## config.mk

```make
export PLATFORM = sky130hd
export DESIGN_NAME = cla_seq_adder
export DESIGN_NICKNAME = d
export VERILOG_FILES = /design/src/rtl/cla_seq_adder.sv
export SDC_FILE = /design/constraint.sdc
export NUM_CORES = 1
export LEC_CHECK = 0
export CAP_MARGIN = 10
export CORE_AREA = 2 2 97 99
export CTS_CLUSTER_DIAMETER = 120
export DETAILED_ROUTE_END_ITERATION = 10
export DIE_AREA = 0 0 99 101
export SYNTH_ARGS = -nofsm -noshare
export SYNTH_HDL_FRONTEND = slang
export SYNTH_SLANG_ARGS = --single-unit
```

## constraint.sdc

```tcl
create_clock -name clk -period 3.4 [get_ports clk]
set_input_delay 0.68 -clock clk [delete_from_list [all_inputs] [get_ports clk]]
set_output_delay 0.68 -clock clk [all_outputs]
set_load 0.02 [all_outputs]
```

## src/rtl/cla_seq_adder.sv

```systemverilog
// cla_seq_adder: multi-cycle carry-lookahead adder.
// Each RUN cycle processes one 4-bit group through a 4-bit lookahead carry
// unit. The group carry-out is registered and feeds the next group.
// Optional macro CLA_SEQ_ADDER_SUB_EN adds a 'sub' input for a-b.
module cla_seq_adder #(
    parameter int WIDTH = 16,
    parameter int NGRP  = WIDTH / 4   // derived, do not override
) (
    input  logic             clk,
    input  logic             rst,
    input  logic             start,
`ifdef CLA_SEQ_ADDER_SUB_EN
    input  logic             sub,
`endif
    input  logic [WIDTH-1:0] a,
    input  logic [WIDTH-1:0] b,
    input  logic             cin,
    output logic             busy,
    output logic             done,
    output logic [WIDTH-1:0] sum,
    output logic             cout,
    output logic             ovf
);

    localparam int IW = (NGRP > 1) ? $clog2(NGRP) : 1;
    localparam logic [IW-1:0] LAST_IDX = IW'(NGRP - 1);

    typedef enum logic [1:0] {IDLE, RUN, DONE} state_t;

    state_t           state_reg;
    logic [WIDTH-1:0] a_reg;
    logic [WIDTH-1:0] b_reg;
    logic             carry_reg;
    logic [IW-1:0]    idx_reg;
    logic [WIDTH-1:0] sum_reg;
    logic             cout_reg;
    logic             ovf_reg;
    logic             busy_reg;
    logic             done_reg;

    // Values loaded into the operand/carry registers when start is accepted.
    logic [WIDTH-1:0] b_load;
    logic             c_load;

`ifdef CLA_SEQ_ADDER_SUB_EN
    // Subtraction is a + ~b + 1; cin is ignored when sub is set.
    always_comb begin
        b_load = sub ? ~b : b;
        c_load = sub ? 1'b1 : cin;
    end
`else
    // Addition only: load operands unchanged.
    always_comb begin
        b_load = b;
        c_load = cin;
    end
`endif

    // Bit offset of the group currently being processed.
    logic [IW+1:0] base;
    assign base = {idx_reg, 2'b00};

    logic [3:0] ga, gb;
    assign ga = a_reg[base +: 4];
    assign gb = b_reg[base +: 4];

    // Per-bit propagate and generate for the active group.
    logic [3:0] p, g;
    generate
        for (genvar gi = 0; gi < 4; gi++) begin : g_pg
            assign p[gi] = ga[gi] ^ gb[gi];
            assign g[gi] = ga[gi] & gb[gi];
        end
    endgenerate

    // Lookahead carry unit: every carry is a flat two-level expression of
    // p, g and c0, so there is no ripple path inside the group.
    logic [4:0] c;
    always_comb begin
        c[0] = carry_reg;
        c[1] = g[0] | (p[0] & c[0]);
        c[2] = g[1] | (p[1] & g[0]) | (p[1] & p[0] & c[0]);
        c[3] = g[2] | (p[2] & g[1]) | (p[2] & p[1] & g[0])
             | (p[2] & p[1] & p[0] & c[0]);
        c[4] = g[3] | (p[3] & g[2]) | (p[3] & p[2] & g[1])
             | (p[3] & p[2] & p[1] & g[0])
             | (p[3] & p[2] & p[1] & p[0] & c[0]);
    end

    logic [3:0] grp_sum;
    assign grp_sum = p ^ c[3:0];

    // Control FSM with registered outputs; one group per RUN cycle.
    always_ff @(posedge clk or posedge rst) begin
        if (rst) begin
            state_reg <= IDLE;
            a_reg     <= '0;
            b_reg     <= '0;
            carry_reg <= 1'b0;
            idx_reg   <= '0;
            sum_reg   <= '0;
            cout_reg  <= 1'b0;
            ovf_reg   <= 1'b0;
            busy_reg  <= 1'b0;
            done_reg  <= 1'b0;
        end else begin
            case (state_reg)
                IDLE: begin
                    done_reg <= 1'b0;
                    if (start) begin
                        a_reg     <= a;
                        b_reg     <= b_load;
                        carry_reg <= c_load;
                        idx_reg   <= '0;
                        busy_reg  <= 1'b1;
                        state_reg <= RUN;
                    end
                end
                RUN: begin
                    sum_reg[base +: 4] <= grp_sum;
                    carry_reg          <= c[4];
                    if (idx_reg == LAST_IDX) begin
                        cout_reg  <= c[4];
                        ovf_reg   <= c[4] ^ c[3];
                        done_reg  <= 1'b1;
                        state_reg <= DONE;
                    end else begin
                        idx_reg <= idx_reg + 1'b1;
                    end
                end
                DONE: begin
                    done_reg  <= 1'b0;
                    busy_reg  <= 1'b0;
                    state_reg <= IDLE;
                end
                default: begin
                    done_reg  <= 1'b0;
                    busy_reg  <= 1'b0;
                    state_reg <= IDLE;
                end
            endcase
        end
    end

    assign busy = busy_reg;
    assign done = done_reg;
    assign sum  = sum_reg;
    assign cout = cout_reg;
    assign ovf  = ovf_reg;

endmodule

```

==> results.sh <==
export IMPL_cts_tree="built"
export IMPL_fp_dieW_um=99
export IMPL_yosysMostFrequentCell="dfrtp_1"
export IMPL_fmax_mhz=356.0
export IMPL_required_ns=3.68
export IMPL_die_h_um=101
export IMPL_synth_compound_area_share_pct=8.309
export IMPL_yosys_top_cells_area="dfrtp_1 55%, mux2_2 14%, mux4_2 6.9%"
export IMPL_setup_worst_path_start_class="register"
export IMPL_seq_area_um2=1426
export IMPL_max_cap_violations=0
export IMPL_hold_viol_final=0
export IMPL_multi_input_area_um2=1112
export IMPL_avgRoutedWirePerCell_um=14.97
export IMPL_tns_ns=0
export IMPL_port_buffers=55
export IMPL_cts_path_max_buffers=2
export IMPL_grt_usage_pct=11.85
export IMPL_setup_viol=0
export IMPL_htreeDepth=3
export IMPL_syn_area_um2=2605
export IMPL_initial_core_util_pct=29.02
export IMPL_drtIter0Drc=43
export IMPL_drc_errors=0
export IMPL_ios=56
export IMPL_ir_drop_mv=0.3356
export IMPL_period_share_pct=82.61
export IMPL_dp_cells=342
export IMPL_synth_top_family_by_area="multiplexers"
export IMPL_status="complete, no violations"
export IMPL_nets=290
export IMPL_antenna_found_initial=0
export IMPL_hpwlAfterDp_um=3868
export IMPL_endpoint_kind="register"
export IMPL_core_area_um2=8977
export IMPL_die_area_um2=9999
export IMPL_synth_xor_area_share_pct=1.345
export IMPL_synth_cells=180
export IMPL_routed_wl_um=5358
export IMPL_cts_made_buffers=9
export IMPL_grt_pass1_wl_um=8928
export IMPL_synth_nets=228
export IMPL_floorplan_rows=35
export IMPL_first_global_vias=1765
export IMPL_root_buffer="clkbuf_8"
export IMPL_vias=1631
export IMPL_grt_max_degree=58
export IMPL_final_max_slew_viol_count=0
export IMPL_post_cts_resize_count=0
export IMPL_gp_congestion=0.7548
export IMPL_slew_headroom_pct=51.08
export IMPL_holdBufCountCts=0
export IMPL_async_flop_share_pct=100.0
export IMPL_post_synth_top_area_fraction_pct=54.76
export IMPL_synthSimpleGateAreaFrac_pct=5.427
export IMPL_clock_latency_ns=0.35
export IMPL_cp_max_fo=15
export IMPL_vias_per_cell=4.556
export IMPL_grt_setup_unrepaired="no"
export IMPL_p_per_area_nw_per_um2=1079
export IMPL_ys_warnings_count=0
export IMPL_synth_edf_count=0
export IMPL_yosysTopAreaCell="dfrtp_1"
export IMPL_antennaDiodeCount=0
export IMPL_path_clk_slew_ns=0.07
export IMPL_synth_fa_ha_area_share_pct=6.052
export IMPL_yosys_most_used_dff="dfrtp_1"
export IMPL_criticalPathCategory="register to register"
export IMPL_drive_gt1_share_pct=25.10
export IMPL_synth_area_per_cell_um2=14.47
export IMPL_synthTopCellsByCount="57 x dfrtp_1, 32 x mux2_2, 16 x a22o_1"
export IMPL_cts_sinks=57
export IMPL_nFillCells=858
export IMPL_synth_cell_types=31
export IMPL_seq_area_frac_synth_pct=54.76
export IMPL_hp_class="register to register"
export IMPL_muxShareOfSynthArea_pct=21.57
export IMPL_p_leak_nw=1.476
export IMPL_post_route_min_period_ns=2.809
export IMPL_overflow=0
export IMPL_layoutNonFillerInstCount=358
export IMPL_clock_skew_ns=0.008136
export IMPL_ys_ff_latch=57
export IMPL_rrSetupSlack_ns=0.59
export IMPL_firstDrtPassIters=4
export IMPL_tightest_slew_ns=0.7338
export IMPL_area_delta_synth_final_pct=33.48
export IMPL_postRouteAntennaNets=0
export IMPL_post_cts_buffers=0
export IMPL_cp_arrival_ns=3.09
[path summary, 6_finish.rpt]
kind	start	to	depth (start not counted)
worst min register to register	b_reg[3]	b_reg[3]	1
max in group asynchronous	rst	a_reg[7]	3
min in group asynchronous	rst	sum[12]	3
worst max register to register	idx_reg[0]	sum[3]	6
worst min-delay path	b_reg[3]	b_reg[3]	1
worst max-delay path	idx_reg[0]	sum[3]	6
[where the power goes]
part / switching, W / internal (W)
clock network: 0.000273 / 0.000397
registers: 0.000228 / 0.000987
logic: 0.000943 / 0.000924
[logic make-up (layout without fill, tap and decap cells)]
logic type                 count (synthesis)  in the layout
AOI/OAI and AO/OA                         28             28
buffers and inverters                     11             78
adders and majority gates                 12             12
DFF                                       57             57
muxes                                     42             42
and+or+nand+nor                           26             26
xor gates and xnor gates                   4              4
[per-layer routing]
layer / up-vias / track usage [%] / share of wire, %
li1: 779 / - / -
met1: 803 / 13.87 / 43
met2: 40 / 19.02 / 48
met3: 9 / 5.409 / 6.7
met4: 0 / 4.742 / 1.8
met5: - / 0 / 0
[layout make-up]
type | count | share of cell area, %
Sequential cell | 57 | 41.02
Timing Repair Buffer | 57 | 16.26
Tap cell | 111 | 3.994
Clock buffer | 12 | 4.750
Clock inverter | 4 | 1.439
Inverter | 5 | 0.5398
Multi-Input combinational cell | 112 | 31.99
[worst max-delay path, stage by stage (launching register included)]
cell	delay, ns
dfrtp_1	0.82
mux4_2	0.65
ha_1	0.34
a211oi_1	0.29
o21bai_2	0.15
xor2_1	0.31
a22o_1	0.18
[per-stage QoR]
step                cell area, um2  setup WS (ns)  util (%)  total power, W  hold slack, ns
finish                        3477         0.5911     38.73        0.003752          0.4865
floorplan                     2605         0.8944         -        0.002560          0.4533
global placement              3262         0.6253     36.33        0.003095          0.4746
CTS                           3477         0.5322     38.73        0.003829          0.4885
detailed placement            3262         0.5465     36.33        0.003146          0.4748
global route                  3477         0.3060     38.73        0.004051          0.5162
[cells in the final DEF, fill, tap and decap left out, types with 2 or more instances in the layout]
master | netlist | layout
clkdlybuf4s50_1 | 0 | 55
ha_1 | 11 | 11
a21oi_1 | 6 | 6
clkinvlp_4 | 0 | 2
buf_4 | 0 | 2
clkbuf_8 | 0 | 12
dfrtp_1 | 57 | 57
inv_1 | 5 | 4
mux4_2 | 8 | 8
xor2_1 | 3 | 3
a211oi_1 | 2 | 2
a22o_1 | 16 | 16
nand2_1 | 7 | 7
nor2_1 | 10 | 10
mux2_2 | 32 | 32
Note: power is estimated with default switching activity, not from simulation.
